`config.mk`:
```
export PLATFORM = sky130hd
export DESIGN_NAME = morra_controllo_torneo
export DESIGN_NICKNAME = d
export VERILOG_FILES = /design/src/rtl/morra_controllo_torneo.sv
export SDC_FILE = /design/constraint.sdc
export NUM_CORES = 1
export LEC_CHECK = 0
export ABC_AREA = 1
export CAP_MARGIN = 20
export CORE_ASPECT_RATIO = 2
export CORE_MARGIN = 2
export CORE_UTILIZATION = 54
export CTS_CLUSTER_DIAMETER = 60
export DETAILED_ROUTE_END_ITERATION = 10
export PLACE_DENSITY = 0.78
export SETUP_SLACK_MARGIN = 0.5
export SLEW_MARGIN = 15
export SYNTH_ARGS = -nofsm -noshare
export SYNTH_HDL_FRONTEND = slang
export SYNTH_SLANG_ARGS = --single-unit
```
`constraint.sdc`:
```
create_clock -name clk -period 3.2 [get_ports clk]
set_clock_uncertainty 0.05 [all_clocks]
set_input_delay 0.64 -clock clk [delete_from_list [all_inputs] [get_ports clk]]
set_output_delay 0.64 -clock clk [all_outputs]
set_load 0.005 [all_outputs]
```
`src/rtl/morra_controllo_torneo.sv`:
```
// Tournament sequencer for the morra cinese evaluator: collects the two moves,
// issues them, consumes the round verdict and tracks manche, partite and tournament.
module morra_controllo_torneo #(
    parameter int unsigned MIN_MANCHE = 4,
    parameter int unsigned MAX_MANCHE = 20,
    parameter int unsigned SCARTO     = 2,
    parameter int unsigned TIMEOUT    = 8
) (
    input  logic       clk,
    input  logic       rst,
    input  logic       INIZIA,
    input  logic [3:0] CFG_PARTITE,
    input  logic       P1_VALID,
    input  logic [1:0] P1_MOSSA,
    output logic       P1_READY,
    input  logic       P2_VALID,
    input  logic [1:0] P2_MOSSA,
    output logic       P2_READY,
    output logic       MOSSA_VALID,
    output logic [1:0] MOSSA_PRIMO,
    output logic [1:0] MOSSA_SECONDO,
    input  logic       MANCHE_VALID,
    input  logic [1:0] MANCHE_IN,
    output logic [1:0] PARTITA,
    output logic       PARTITA_VALID,
    output logic [4:0] MANCHE_GIOCATE,
    output logic [4:0] PARTITE_PRIMO,
    output logic [4:0] PARTITE_SECONDO,
    output logic [1:0] TORNEO,
    output logic       TORNEO_FINE,
    output logic       ERRORE
);

    typedef enum logic [2:0] {
        IDLE,
        RACCOLTA,
        INVIO,
        ATTESA,
        AGGIORNA,
        FINE_PARTITA,
        FINE
    } stato_t;

    localparam int unsigned TW    = $clog2(TIMEOUT + 1);
    localparam logic [4:0]  MIN_M = 5'(MIN_MANCHE);
    localparam logic [4:0]  MAX_M = 5'(MAX_MANCHE);
    localparam logic [4:0]  SCA   = 5'(SCARTO);
    localparam logic [TW-1:0] TLAST = TW'(TIMEOUT - 1);

    stato_t        stato, stato_n;
    logic [1:0]    slot1, slot1_n, slot2, slot2_n;
    logic [4:0]    n_tot, n_tot_n;
    logic [4:0]    mg, mg_n, w1, w1_n, w2, w2_n;
    logic [4:0]    pp, pp_n, ps, ps_n, pg, pg_n;
    logic [1:0]    esito, esito_n, torneo, torneo_n, verdetto, verdetto_n;
    logic [TW-1:0] tcnt, tcnt_n;
    logic          errore, errore_n;

    logic [4:0]    mg_agg, w1_agg, w2_agg, scarto_agg;
    logic [4:0]    pp_fine, ps_fine, pg_fine;
    logic [1:0]    esito_agg;
    logic          chiude;

    always_ff @(posedge clk) begin
        if (rst) begin
            stato    <= IDLE;
            slot1    <= '0;
            slot2    <= '0;
            n_tot    <= '0;
            mg       <= '0;
            w1       <= '0;
            w2       <= '0;
            pp       <= '0;
            ps       <= '0;
            pg       <= '0;
            esito    <= '0;
            torneo   <= '0;
            verdetto <= '0;
            tcnt     <= '0;
            errore   <= 1'b0;
        end else begin
            stato    <= stato_n;
            slot1    <= slot1_n;
            slot2    <= slot2_n;
            n_tot    <= n_tot_n;
            mg       <= mg_n;
            w1       <= w1_n;
            w2       <= w2_n;
            pp       <= pp_n;
            ps       <= ps_n;
            pg       <= pg_n;
            esito    <= esito_n;
            torneo   <= torneo_n;
            verdetto <= verdetto_n;
            tcnt     <= tcnt_n;
            errore   <= errore_n;
        end
    end

    always_comb begin
        stato_n    = stato;
        slot1_n    = slot1;
        slot2_n    = slot2;
        n_tot_n    = n_tot;
        mg_n       = mg;
        w1_n       = w1;
        w2_n       = w2;
        pp_n       = pp;
        ps_n       = ps;
        pg_n       = pg;
        esito_n    = esito;
        torneo_n   = torneo;
        verdetto_n = verdetto;
        tcnt_n     = tcnt;
        errore_n   = 1'b0;

        // Post-update round totals, so the close check sees this round's verdict
        mg_agg = mg;
        w1_agg = w1;
        w2_agg = w2;
        if (verdetto != 2'b00) mg_agg = mg + 5'd1;
        if (verdetto == 2'b01) w1_agg = w1 + 5'd1;
        if (verdetto == 2'b10) w2_agg = w2 + 5'd1;
        scarto_agg = (w1_agg >= w2_agg) ? (w1_agg - w2_agg) : (w2_agg - w1_agg);
        chiude     = (verdetto != 2'b00) &&
                     (((mg_agg >= MIN_M) && (scarto_agg >= SCA)) || (mg_agg == MAX_M));
        if (w1_agg > w2_agg)      esito_agg = 2'b01;
        else if (w1_agg < w2_agg) esito_agg = 2'b10;
        else                      esito_agg = 2'b11;

        pp_fine = pp + {4'b0, esito == 2'b01};
        ps_fine = ps + {4'b0, esito == 2'b10};
        pg_fine = pg + 5'd1;

        if (INIZIA) begin
            n_tot_n    = {1'b0, CFG_PARTITE} + 5'd1;
            slot1_n    = '0;
            slot2_n    = '0;
            mg_n       = '0;
            w1_n       = '0;
            w2_n       = '0;
            pp_n       = '0;
            ps_n       = '0;
            pg_n       = '0;
            esito_n    = '0;
            torneo_n   = '0;
            verdetto_n = '0;
            tcnt_n     = '0;
            stato_n    = RACCOLTA;
        end else begin
            case (stato)
                RACCOLTA: begin
                    // A 00 move is accepted but leaves the slot empty
                    if (P1_VALID && (slot1 == 2'b00)) slot1_n = P1_MOSSA;
                    if (P2_VALID && (slot2 == 2'b00)) slot2_n = P2_MOSSA;
                    if ((slot1_n != 2'b00) && (slot2_n != 2'b00)) stato_n = INVIO;
                end
                INVIO: begin
                    tcnt_n  = '0;
                    stato_n = ATTESA;
                end
                ATTESA: begin
                    if (MANCHE_VALID) begin
                        verdetto_n = MANCHE_IN;
                        stato_n    = AGGIORNA;
                    end else if (tcnt == TLAST) begin
                        errore_n   = 1'b1;
                        verdetto_n = 2'b00;
                        stato_n    = AGGIORNA;
                    end else begin
                        tcnt_n = tcnt + 1'b1;
                    end
                end
                AGGIORNA: begin
                    slot1_n = '0;
                    slot2_n = '0;
                    mg_n    = mg_agg;
                    w1_n    = w1_agg;
                    w2_n    = w2_agg;
                    if (chiude) begin
                        esito_n = esito_agg;
                        stato_n = FINE_PARTITA;
                    end else begin
                        stato_n = RACCOLTA;
                    end
                end
                FINE_PARTITA: begin
                    pp_n = pp_fine;
                    ps_n = ps_fine;
                    pg_n = pg_fine;
                    mg_n = '0;
                    w1_n = '0;
                    w2_n = '0;
                    if (pg_fine == n_tot) begin
                        if (pp_fine > ps_fine)      torneo_n = 2'b01;
                        else if (pp_fine < ps_fine) torneo_n = 2'b10;
                        else                        torneo_n = 2'b11;
                        stato_n = FINE;
                    end else begin
                        stato_n = RACCOLTA;
                    end
                end
                default: ;
            endcase
        end

        P1_READY        = (stato == RACCOLTA) && (slot1 == 2'b00);
        P2_READY        = (stato == RACCOLTA) && (slot2 == 2'b00);
        MOSSA_VALID     = (stato == INVIO);
        MOSSA_PRIMO     = (stato == INVIO) ? slot1 : 2'b00;
        MOSSA_SECONDO   = (stato == INVIO) ? slot2 : 2'b00;
        PARTITA_VALID   = (stato == FINE_PARTITA);
        PARTITA         = (stato == FINE_PARTITA) ? esito : 2'b00;
        MANCHE_GIOCATE  = mg;
        PARTITE_PRIMO   = pp;
        PARTITE_SECONDO = ps;
        TORNEO          = torneo;
        TORNEO_FINE     = (stato == FINE);
        ERRORE          = errore;
    end

endmodule

```
-- Yosys cells after proc, flatten, opt, wreduce, memory -nomap -nowiden
Index checks and enable logic that the tools add are counted.
- bits in registers: 53
- input bits: 16
- output and inout bits: 29
- logic and storage cells: 115
- $add $sub $neg: 10
- $lt $le $gt $ge: 7
- eq/ne operators: 19
- multiplexer cells: 35
- bitwise gates (word level): 1
- reductions and logical operators: 27
- operator list (kind ; number):
    one-hot mux 5 bit (2 select lines) ; 3
    two-way mux 2 bit ; 13
    adder 5 x 1 -> 5 bit (second input constant) ; 4
    two-way mux 5 bit ; 4
    two-way mux 3 bit ; 5
    one-hot mux 3 bit (5 select lines) ; 1
    nonzero test 2 bit ; 7
    adder 5 x 1 -> 5 bit ; 2
    > comparator 5 bit ; 2
    < comparator 5 bit ; 2
    subtractor 5 bit ; 2
    equality test 3 bit (second input constant) ; 3
    AND reduction 3 bit ; 3
    two-way mux 4 bit ; 2
    one-hot mux 2 bit (2 select lines) ; 2
    one-hot mux 4 bit (2 select lines) ; 1
    logical AND 1 bit ; 7
    equality test 3 x 2 -> 1 bit (second input constant) ; 2
    != test 2 bit (second input constant) ; 3
    != test 3 bit (second input constant) ; 2
    AND reduction 2 bit ; 3
    nonzero test 6 bit ; 1
    adder 4 x 1 -> 5 bit (second input constant) ; 1
    equality test 5 bit ; 1
    17 further kinds ; 23

-- Depth between registers and ports, before layout
Gate-level depths: netlist of the first run.
- word-level depth: 11
- mapped depth: 23
- mapped depth without buffers: 23

-- Worst setup path after synthesis of the first run
Ideal clock, no wire load.
- path kind: flip-flop to flip-flop
- start: reg verdetto[0]
- end: reg esito[1]
- arrival: 2.583 ns
- data required time: 3.036 ns
- slack: 0.453 ns
- cell stages (with the launch flop): 21
- path buffers: 0
- period minus slack after synthesis: 2.747 ns
- cells stage by stage: dfxtp_1 -> inv_2 -> nor2_2 -> inv_1 -> o21ai_0 -> inv_1 -> fa_1 -> nor2_1 -> nor2_1 -> o21ai_0 -> nand2_1 -> nand2_1 -> nand2_1 -> nand2_1 -> nor2_1 -> nand2_1 -> nand2_1 -> nand2_2 -> nand3_1 -> a21oi_1 -> nor2_1
- word-level cells in the longest chain between the ends: 9
- RTL lines (what ; RTL line ; text):
    from (decl) ; 55 ; logic [1:0] esito, esito_n, torneo, torneo_n, verdetto, verdetto_n;
    from (signal assigned) ; 94 ; verdetto <= verdetto_n;
    equality test 2 bit / equality test 2 x 1 -> 1 bit (equally long branches) ; 123, 122 ;
    two-way mux 5 bit, on equally long branches ; 123, 122 ;
    subtractor 5 bit / greater-or-equal comparator 5 bit (equally long branches) ; 124 ; scarto_agg = (w1_agg >= w2_agg) ? (w1_agg - w2_agg) : (w2_agg - w1_agg);
    two-way mux 5 bit ; 124 ;
    greater-or-equal comparator 5 x 2 -> 1 bit ; 126 ; (((mg_agg >= MIN_M) && (scarto_agg >= SCA)) || (mg_agg == MAX_M));
    logical AND 1 bit ; 126 ;
    logical OR 1 bit ; 126 ;
    logical AND 1 bit ; 125 ; chiude = (verdetto != 2'b00) &&
    AND reduction 2 bit (no source line) ; -- ;
    to (signal assigned) ; 92 ; esito <= esito_n;
    to (decl) ; 55 ;
Several ways; a longest one is shown, not always the timed one.
A chain may end at the register's enable or synchronous reset.

-- Worst setup path after layout of the first run
- start: reg stato[1]
- end: out MOSSA_SECONDO[0]
- word-level cells in the longest chain between the ends: 2
- RTL lines (what ; RTL line ; text):
    from (decl) ; 50 ; stato_t stato, stato_n;
    from (signal assigned) ; 82 ; stato <= stato_n;
    equality test 3 x 2 -> 1 bit ; 211 ; MOSSA_SECONDO = (stato == INVIO) ? slot2 : 2'b00;
    two-way mux 2 bit ; 211 ;
    to (decl) ; 21 ; output logic [1:0] MOSSA_SECONDO,
Every way passes these cells.

==> metrics.txt, run 1 <==
number of cells on the worst reg-to-reg path 21; power density cells between 300 and 400 nW/um2; number of rows in the core area 41; relative max-transition margin 66.02%; cells traversed along the worst timing path inv_1 -> nor3_2 -> inv_1 -> nor2_1 -> clkdlybuf4s50_1; Avg Synthesized Cell Area around 6.9 um2; worst setup path startpoint stato[1]$_SDFFE_PP0P_; Post-DRT Antenna Nets 0; Inserted Clock Buffers 5; Detail Placement HPWL 6.874 mm; number of synthesized flops with an enable pin 0; data required time at the worst endpoint 2.51 ns; total die area 7092 um2; RSZ-0062 raised after global routing true; share of total power in combinational logic under 10%; initial core utilization around 55%; Clk Tree Root Cell clkbuf_16; cell internal power dissipation roughly 1.2 mW; Global Route Usage Sum about 28%; total of endpoints with negative setup slack in the final report 0; antenna violations before repair 0; final cycle utilization of the critical path roughly 84%; number of register bits inferred by synthesis 53; Chip Width approximately 61 um; Pre-Repair DR Iteration Count 4; most instantiated flip-flop cell in the synthesis netlist dfxtp_1; residual DRC count 0; via density per instance roughly 5.4; status complete, no violations; maximum buffer depth of the clock tree 2; nature of the critical path endpoint primary output; Netlist Area Pre-Place approximately 3500 um2; IR drop worst, VDD between 400 and 500 uV; fraction of final layout cells sized beyond drive strength 1 17.56%; most frequently used cell type in the post-synthesis netlist nand2_1; NumNets Final 598; Setup crit start kind register; Die Y-Extent around 120 um; end of the worst register-to-register path stato[2]$_SDFFE_PP0P_; asr flop ratio synth 0%; distinct cell type count after synthesis 40; hold slack final approximately 0.41 ns; maximum capacitance violations 0; sw power about 0.31 mW; sequential share of the synthesized area between 30% and 40%; clock-pin slew reported for the worst setup and hold paths after clock tree synthesis approximately 0.070 ns; Setup Total Neg Slack 0 ns; capturing instance or port of the critical path MOSSA_SECONDO[0]; final hold violation count 0; overall routed net length 9.514 mm; clock tree from TritonCTS yes; worst setup path class reg -> out; min Tclk post-route between 2 and 3 ns; Arrival @ worst endpoint 2.00 ns; first-iteration detailed-routing DRC count 170; routed wire length per instance approximately 15 um; leakage component of the power between 1.5 and 2 nW; maximum fanout count along the critical path 6; CTS H-tree lvls 2; proportion of netlist area held by the largest area contributor 30.71%; kind of path behind the tightest hold check reg -> reg; dominant cells by area after synthesis dfxtp_1 (31%), nand2_1 (10%), ha_1 (8.3%); count of port buffers added during placement between 40 and 50; Top cell by count, worst path inv_1; wire length of the first global-routing pass around 15 mm; Clk pwr share a little under half; Post-Syn Nets 540; cell type with the highest aggregate area in the netlist dfxtp_1; slowest cell delay on critical path about 0.52 ns; largest net degree at the start of global routing 21; core outline area approximately 6300 um2; GR Overflow Total 0; I/O pin cnt 45; count of final max-slew check failures 0; growth of design area from synthesis to finish 30.86%; Vias ~3500; top cell types by occurrence after synthesis nand2_1 (96), inv_1 (73), dfxtp_1 (53), a21oi_1 (43), nor2_1 (43); later-pin clock latency in the skew report about 0.30 ns; final estimated routing congestion in global placement around 0.90; FF-to-FF Start verdetto[1]$_SDFFE_PP0P_; Post-Synthesis Cells 499; CP max stage cell clkdlybuf4s50_1; part of the power in registers 45.7%; actual slew at the worst max-slew pin roughly 0.5 ns; switch share a little over a fifth; diodes inserted 0; Warnings, synthesis 0; via count of the first global-routing pass between 3000 and 4000; slack of the worst reg-to-reg path 0.56 ns; fmax about 0.37 GHz; sinks on the clock net between 50 and 60
## critical path, delay by kind of cell, from the launching register on
kind,cells,cell delay [ns]
AND/OR/NAND/NOR,2,0.35
flip-flops,1,0.49
buffers and inverters,3,0.86
## routing by layer
metal  vias up  track usage, %  wire [um]
li1       1738               -          -
met1      1623           25.26       3277
met2        90           52.03       5278
met3        42           5.604        372
met4         0           18.55        586
met5         -               0          0
## logic make-up after synthesis
logic type	after synthesis	synth area share, %
adder cells (fa/ha/maj)	25	9.489
buffers and inverters	90	9.815
AO/OA/AOI/OAI	90	14.63
XOR/XNOR	23	6.266
flip-flops	53	30.71
AND/OR/NAND/NOR	218	29.08
## per-stage QoR
stage	worst slack, ns	utilization, %	area [um2]	std cells	power (mW)
detailed placement	0.2216	63.75	3990	622	0.7759
global route	0.3760	72.23	4521	644	1.507
finish	0.5143	72.23	4521	644	1.462
global placement	0.3191	63.75	3990	622	0.7734
floorplan	0.5644	-	3455	499	0.7324
CTS	0.4986	68.13	4264	632	1.464
## power groups by stage
stage	registers [mW]	clock network, mW	logic, mW
after floorplan	0.685	0	0.0476
after detailed placement	0.686	0	0.0896
after CTS	0.669	0.703	0.0915
after global placement	0.686	0	0.0877
after global routing	0.669	0.733	0.106
final	0.668	0.699	0.0943
## registers in the layout, summed over array words and instances, names as in the netlist
register         count
esito                2
verdetto             2
MANCHE_GIOCATE       5
slot1                2
w1                   5
PARTITE_PRIMO        5
w2                   5
tcnt                 4
PARTITE_SECONDO      5
ERRORE               1
slot2                2
stato                3
pg                   5
n_tot                5
TORNEO               2
## layout by cell type, fill, tap and decap left out, types with 3 or more instances in the layout
master	netlist	final
a31oi_1	5	5
o21ai_0	27	23
clkbuf_16	0	5
ha_1	23	17
nor2_4	1	3
nand3_4	2	3
a22oi_1	3	3
nand3_1	24	23
o21ai_1	1	3
dfxtp_1	53	45
dfxtp_2	0	3
xnor2_2	1	3
a21oi_1	43	41
xnor2_1	10	8
nor2_2	3	5
inv_2	6	10
nor3_1	15	12
xor2_1	11	11
nor2_1	43	39
o211ai_1	3	3
inv_1	73	68
a21oi_2	1	3
buf_4	0	15
ha_4	0	5
nand4_1	14	14
dfxtp_4	0	5
nand2_2	13	14
nand2_1	96	94
clkdlybuf4s50_1	0	44
## how the worst min path moves through the flow
| stage | start | depth (start not counted) | end |
|---|---|---|---|
| final | TORNEO[0]$_SDFFE_PP0P_ | 2 | TORNEO[0]$_SDFFE_PP0P_ |
| after global routing | TORNEO[0]$_SDFFE_PP0P_ | 2 | TORNEO[0]$_SDFFE_PP0P_ |
| after global placement | TORNEO[0]$_SDFFE_PP0P_ | 2 | TORNEO[0]$_SDFFE_PP0P_ |
| after CTS | TORNEO[0]$_SDFFE_PP0P_ | 2 | TORNEO[0]$_SDFFE_PP0P_ |
| after floorplan | n_tot[4]$_SDFFE_PP0P_ | 2 | n_tot[4]$_SDFFE_PP0P_ |
| after detailed placement | TORNEO[0]$_SDFFE_PP0P_ | 2 | TORNEO[0]$_SDFFE_PP0P_ |
## area by class of cell
type | instances | area, um2
Timing Repair Buffer | 61 | 584.3
Timing Repair inverter | 1 | 5.005
Clock inverter | 3 | 65.06
Fill cell | 535 | 1738
Tap cell | 86 | 107.6
Clock buffer | 5 | 125.1
Inverter | 79 | 299.0
Sequential cell | 53 | 1084
Multi-Input combinational cell | 356 | 2251
## timing repair
action	CTS	global route
pin swaps	2	19
setup buffers	2	11
hold buffers	0	0
cloned	0	1
endpoints found under the setup margin	7	12
resized for setup	22	38
No activity file was read; power rests on OpenSTA's default activity.
==> run 2, diff against run 1 <==
==> constraint.sdc (replaced) <==
create_clock -name clk -period 2.55 [get_ports clk]
set_clock_uncertainty 0.05 [all_clocks]
set_input_delay 0.51 -clock clk [delete_from_list [all_inputs] [get_ports clk]]
set_output_delay 0.51 -clock clk [all_outputs]
set_load 0.005 [all_outputs]
==> run 2 against run 1 <==
Flip-flop and latch count is the same. Worst hold slack improved by 0.0085 ns. Setup slack worse by 0.67 ns. The run now ends with setup timing left. Via count is 6.3% higher. Sequential share of layout area is 1.4 points lower. Wire length grew 11%.
==> metrics.txt, run 2 (synthesized netlist as in run 1, its figures left out) <==
I/O pin cnt 45 (unchanged); CP max stage cell fa_2; core utilization of the finished layout 77.37% (+5.1 points); DP Area 4260 um2 (+6.8%); most frequent cells in the layout nand2_1 (90), inv_1 (62), dfxtp_1 (42), buf_4 (42), a21oi_1 (38); min Tclk post-route roughly 2.7 ns; cells traversed along the worst timing path inv_4 -> nor2_4 -> or2_4 -> o21ai_4 -> buf_6 -> fa_2 -> nor2_2 -> nor3_2 -> nand3b_1 -> nand2_1 -> nand4_1 -> nand2_1 -> nor2_1 -> nand2_1 -> nand2_1 -> nand2_2 -> nand2_2 -> nand2_1 -> nand2_1 -> a21oi_2; actual slew at the worst max-slew pin 0.5299 ns (+0.02076 ns); total of endpoints with negative setup slack in the final report 3 (+3); FILL cells 469 (-12%); Vias 3713 (+6.3%); core outline area 6259 um2 (unchanged); cell family with the largest share of critical-path delay simple AND/OR/NAND/NOR gates; leakage component of the power 2.065 nW (+10%); Final Instance Area 4842 um2 (+7.1%); Pre-Repair DR Iteration Count 5 (+1); number of rows in the core area 41 (unchanged); Setup crit start kind register; final cycle utilization of the critical path 106.2%; area used by multi-input combinational logic 2414 um2 (+7.2%); initial core utilization 55.20% (unchanged); fmax around 0.37 GHz; clock tree from TritonCTS yes; slack of the worst reg-to-reg path -0.16 ns (-0.72 ns); final cell count without fillers 671 (+4.2%); Die Y-Extent 117.1 um (unchanged); largest net degree at the start of global routing 22 (+4.8%); WP buf/inv 2 (-1); Global Route Usage Sum 30.25% (+2.5 points); IR drop worst, VDD 446.8 uV (+2.0%); later-pin clock latency in the skew report 0.30 ns (about the same); diodes inserted 0 (unchanged); worst setup path class reg -> reg; count of port buffers added during placement 44 (unchanged); final estimated routing congestion in global placement 0.9191 (+1.7%); status finished with violations; power density cells 342.3 nW/um2 (+5.9%); overall routed net length 10.55 mm (+11%); kind of path behind the tightest hold check reg -> reg; growth of design area from synthesis to finish 40.17%; Setup Total Neg Slack -0.3685 ns (-0.3685 ns); via count of the first global-routing pass 3702 (+7.1%); Inserted Clock Buffers 5 (unchanged); area taken by flip-flops and latches 1095 um2 (+1.0%); total die area 7092 um2 (unchanged); total power consumption of the routed design 1.657 mW (+13%); hold slack final 0.4222 ns (+0.008495 ns); final hold violation count 0 (unchanged); wire length of the first global-routing pass 16.06 mm (+8.5%); Post-DRT Antenna Nets 0 (unchanged); clock-pin slew reported for the worst setup and hold paths after clock tree synthesis 0.07 ns (about the same); Top cell by count, worst path nand2_1; Detail Placement HPWL 7.392 mm (+7.5%); number of cells in the design after placement 645 (+3.7%); CTS H-tree lvls 2 (unchanged); maximum buffer depth of the clock tree 2 (unchanged); NumNets Final 625 (+4.5%); residual DRC count 0 (unchanged); routed wire length per instance 15.72 um (+6.4%); pre-CTS setup slack -0.1823 ns (-0.4039 ns); Final WS setup -0.1588 ns (-0.6731 ns); data required time at the worst endpoint 2.73 ns (+0.22 ns); fraction of final layout cells sized beyond drive strength 1 28.55% (+11 points); Clk Tree Root Cell clkbuf_16; sinks on the clock net 53 (unchanged); Chip Width 60.56 um (unchanged); antenna violations before repair 0 (unchanged); leading cell type in the layout, fill and taps excluded nand2_1; violations in the final reports setup timing; GR Overflow Total 0 (unchanged); slowest cell delay on critical path 0.42 ns (-0.10 ns); maximum fanout count along the critical path 5 (-1); relative max-transition margin 64.63% (-1.4 points); Arrival @ worst endpoint 2.89 ns (+0.89 ns); via density per instance 5.534 (+2.0%); first-iteration detailed-routing DRC count 200 (+18%); nature of the critical path endpoint register; RSZ-0062 raised after global routing true; maximum capacitance violations 0 (unchanged); count of final max-slew check failures 0 (unchanged)
## run 2: cell types whose count changed in the layout (fill, tap and decap cells not counted), sizes merged, moves of 2 or more
cell	previous run	this run
clkbuf	5	13
clkdlybuf4s50	44	34
buf	17	45
dlymetal6s2s	0	3
bufinv	2	0
## run 2: repair_timing
item                       in CTS  in global routing
setup buffers                  14                  4
setup endpoints to repair      18                 17
resized for setup              62                 41
pin swaps                      32                 23
hold buffers                    0                  0
## run 2: worst register-to-register path: stages (launching register included)
cell and delay (ns):
dfxtp_4 0.40, inv_4 0.05, nor2_4 0.19, or2_4 0.17
o21ai_4 0.07, buf_6 0.13, fa_2 0.42, nor2_2 0.13
nor3_2 0.06, nand3b_1 0.16, nand2_1 0.07, nand4_1 0.10
nand2_1 0.11, nor2_1 0.04, nand2_1 0.05, nand2_1 0.07
nand2_2 0.09, nand2_2 0.06, nand2_1 0.06, nand2_1 0.06
a21oi_2 0.13
## run 2: worst paths after layout
path	from	to	cells past startpoint
max	verdetto[1]$_SDFFE_PP0P_	stato[2]$_SDFFE_PP0P_	20
min	n_tot[4]$_SDFFE_PP0P_	n_tot[4]$_SDFFE_PP0P_	2
max reg2reg	verdetto[1]$_SDFFE_PP0P_	stato[2]$_SDFFE_PP0P_	20
min reg2reg	n_tot[4]$_SDFFE_PP0P_	n_tot[4]$_SDFFE_PP0P_	2
## run 2: area by class of cell
class,instances,share of cell area [%]
clock buffer,8,3.023
sequential,53,22.61
tap,86,2.222
timing repair buffer,89,15.92
multi-input combinational,356,49.84
inverter,79,6.382
## run 2: per-layer routing
metal | share of wire, % | global-route usage, % | wire [um] | up-vias
met1 | 32 | 26.71 | 3344 | 1759
li1 | - | - | - | 1800
met3 | 3.8 | 5.165 | 405 | 43
met4 | 5.9 | 17.97 | 626 | 0
met5 | 0 | 0 | 0 | -
met2 | 59 | 59.42 | 6174 | 111
## run 2: power by group
| part | total, mW | internal, mW | switching, mW |
|---|---|---|---|
| Combinational | 0.132 | 0.0600 | 0.0723 |
| Clock | 0.688 | 0.392 | 0.296 |
| Sequential | 0.837 | 0.829 | 0.00791 |
| Total | 1.66 | 1.28 | 0.376 |
==> run 3, diff against run 2 <==
--- a/config.mk
+++ b/config.mk
@@ -13,7 +13,6 @@
 export CTS_CLUSTER_DIAMETER = 60
 export DETAILED_ROUTE_END_ITERATION = 10
 export PLACE_DENSITY = 0.78
-export SETUP_SLACK_MARGIN = 0.5
 export SLEW_MARGIN = 15
 export SYNTH_ARGS = -nofsm -noshare
 export SYNTH_HDL_FRONTEND = slang
==> run 3 against run 2 <==
The flow still finishes with violations (setup timing). Global-route usage shrank 2.3 points. Worst hold slack lost 0.021 ns. Sequential share of layout area grew 0.25 points. Critical endpoint unchanged. First-iteration DRC count shrank 17%. Via count shrank 1.9%. Cell count shrank 0.45%. Core utilization shrank 2.1 points.
==> metrics.txt, run 3 (synthesized netlist as in run 1, its figures left out) <==
leading cell type in the layout, fill and taps excluded nand2_1; power density cells 363.1 nW/um2 (+6.1%); Post-DRT Antenna Nets 0 (unchanged); slowest cell delay on critical path 0.36 ns (-0.06 ns); sinks on the clock net 53 (unchanged); Setup crit start kind register; GRT Max-Usage Layer met2; data required time at the worst endpoint 2.69 ns (-0.04 ns); Inserted Clock Buffers 5 (unchanged); residual DRC count 0 (unchanged); clock-pin slew reported for the worst setup and hold paths after clock tree synthesis 0.07 ns (about the same); FF-to-FF Start verdetto[0]$_SDFFE_PP0P_; Min-Delay Path Depth 2 (unchanged); diodes inserted 0 (unchanged); largest net degree at the start of global routing 22 (unchanged); maximum capacitance violations 0 (unchanged); violations in the final reports setup timing; actual slew at the worst max-slew pin 0.5147 ns (-0.01521 ns); Final WS setup -0.2014 ns (-0.04262 ns); Chip Width 60.56 um (unchanged); number of cells in the design after placement 652 (+1.1%); final estimated routing congestion in global placement 0.9155 (-0.39%); Clk Tree Root Cell clkbuf_16; slack of the worst reg-to-reg path -0.20 ns (-0.04 ns); core utilization of the finished layout 75.29% (-2.1 points); later-pin clock latency in the skew report 0.30 ns (about the same); status finished with violations; Vias 3641 (-1.9%); number of cells on the worst reg-to-reg path 20 (unchanged); core outline area 6259 um2 (unchanged); FILL cells 513 (+9.4%); Setup Total Neg Slack -0.5402 ns (-0.1717 ns); via count of the first global-routing pass 3446 (-6.9%); number of rows in the core area 41 (unchanged); count of port buffers added during placement 44 (unchanged); CP max stage cell dfxtp_4; fraction of final layout cells sized beyond drive strength 1 23.37% (-5.2 points); final cycle utilization of the critical path 107.9% (+1.7 points); GR Overflow Total 0 (unchanged); leakage component of the power 2.006 nW (-2.9%); Die Y-Extent 117.1 um (unchanged); WP buf/inv 2 (unchanged); cell family with the largest share of critical-path delay simple AND/OR/NAND/NOR gates; first-iteration detailed-routing DRC count 166 (-17%); total of endpoints with negative setup slack in the final report 3 (unchanged); I/O pin cnt 45 (unchanged); GR Util met1 24.29% (-2.4 points); via density per instance 5.451 (-1.5%); maximum fanout count along the critical path 5 (unchanged); fmax 0.3635 GHz (-1.5%); overall routed net length 10.04 mm (-4.8%); Detail Placement HPWL 7.183 mm (-2.8%); min Tclk post-route 2.751 ns (+0.04262 ns); initial core utilization 55.20% (unchanged); most frequent cells in the layout nand2_1 (87), inv_1 (67), dfxtp_1 (44), clkdlybuf4s50_1 (44); Global Route Usage Sum 27.99% (-2.3 points); routed wire length per instance 15.03 um (-4.4%); total die area 7092 um2 (unchanged); Pre-Repair DR Iteration Count 7 (+2); hold slack final 0.4016 ns (-0.02060 ns); final cell count without fillers 668 (-0.45%); maximum buffer depth of the clock tree 2 (unchanged); relative max-transition margin 65.65% (+1.0 points); Final Instance Area 4712 um2 (-2.7%); clock tree from TritonCTS yes; worst setup path class reg -> reg; final hold violation count 0 (unchanged); wire length of the first global-routing pass 14.81 mm (-7.8%); DP Area 4232 um2 (-0.68%); end of the worst register-to-register path stato[2]$_SDFFE_PP0P_; antenna violations before repair 0 (unchanged); Worst Hold Endpoint TORNEO[1]$_SDFFE_PP0P_; count of final max-slew check failures 0 (unchanged); growth of design area from synthesis to finish 36.40%; nature of the critical path endpoint register; Hold Startpoint TORNEO[1]$_SDFFE_PP0P_; kind of path behind the tightest hold check reg -> reg; IR drop worst, VDD 646.8 uV (+45%); cells traversed along the worst timing path inv_2 -> buf_6 -> nand3_4 -> xnor2_4 -> ha_4 -> nand2_4 -> nor2_2 -> nor3_2 -> nand3b_1 -> nand2_1 -> nand4_1 -> nand2_1 -> nor2_1 -> nand2_1 -> nand2_1 -> nand2_2 -> nand2_2 -> nand2_2 -> nand2_2 -> a21oi_2; RSZ-0062 raised after global routing true; met3 track demand over resource 5.495% (+0.33 points); NumNets Final 623 (-0.32%); met2 Track Usage GR 55.29% (-4.1 points); CTS H-tree lvls 2 (unchanged); Arrival @ worst endpoint 2.89 ns (about the same)
## run 3: tightest hold or removal path: stages, from the launching register on
cell and delay (ns):
dfxtp_1 0.31, inv_1 0.05, a21oi_1 0.05
## run 3: metal layers
metal / vias up / part of all wire [%] / routed length (um)
met5: - / 0 / 0
met4: 0 / 5.1 / 517
met3: 39 / 4.7 / 471
met2: 120 / 57 / 5693
met1: 1687 / 33 / 3360
li1: 1795 / - / -
## run 3: worst max path at each step
stage	startpoint	endpoint	slack (ns)	cells after the start
after CTS	verdetto[0]$_SDFFE_PP0P_	esito[1]$_SDFFE_PP0P_	0.005	19
final	verdetto[0]$_SDFFE_PP0P_	stato[2]$_SDFFE_PP0P_	-0.20	20
after floorplan	verdetto[0]$_SDFFE_PP0P_	esito[1]$_SDFFE_PP0P_	0.004	19
after global placement	verdetto[1]$_SDFFE_PP0P_	stato[2]$_SDFFE_PP0P_	-0.07	20
after detailed placement	verdetto[0]$_SDFFE_PP0P_	esito[1]$_SDFFE_PP0P_	-0.14	20
after global routing	verdetto[0]$_SDFFE_PP0P_	stato[2]$_SDFFE_PP0P_	-0.33	22
## run 3: stage by stage
step | power [mW] | worst slack, ns
after floorplan | 0.9191 | 0.003616
after global placement | 0.9736 | -0.06930
after detailed placement | 0.9764 | -0.1439
after CTS | 1.712 | 0.005252
after global routing | 1.762 | -0.3271
final | 1.711 | -0.2014
## run 3: final cells by class
type | count | area (um2) | area share [%]
sequential | 53 | 1077 | 22.86
clock buffer | 5 | 125.1 | 2.655
multi-input combinational | 356 | 2297 | 48.75
tap | 86 | 107.6 | 2.284
timing repair buffer | 87 | 770.7 | 16.36
clock inverter | 2 | 35.03 | 0.7435
inverter | 79 | 299.0 | 6.346
## run 3: what timing repair did
item / in CTS / in global routing
setup endpoints to repair: 3 / 11
gates cloned: 0 / 0
pin swaps: 7 / 36
buffers inserted: 3 / 6
hold buffers: 0 / 0
gates resized for setup: 18 / 44
## run 3: where the power goes
group          switching, mW  total, mW  leakage (nW)  internal (mW)
clock                  0.295      0.750        0.0797          0.456
sequential           0.00684      0.841         0.433          0.834
combinational         0.0632      0.120          1.49         0.0564
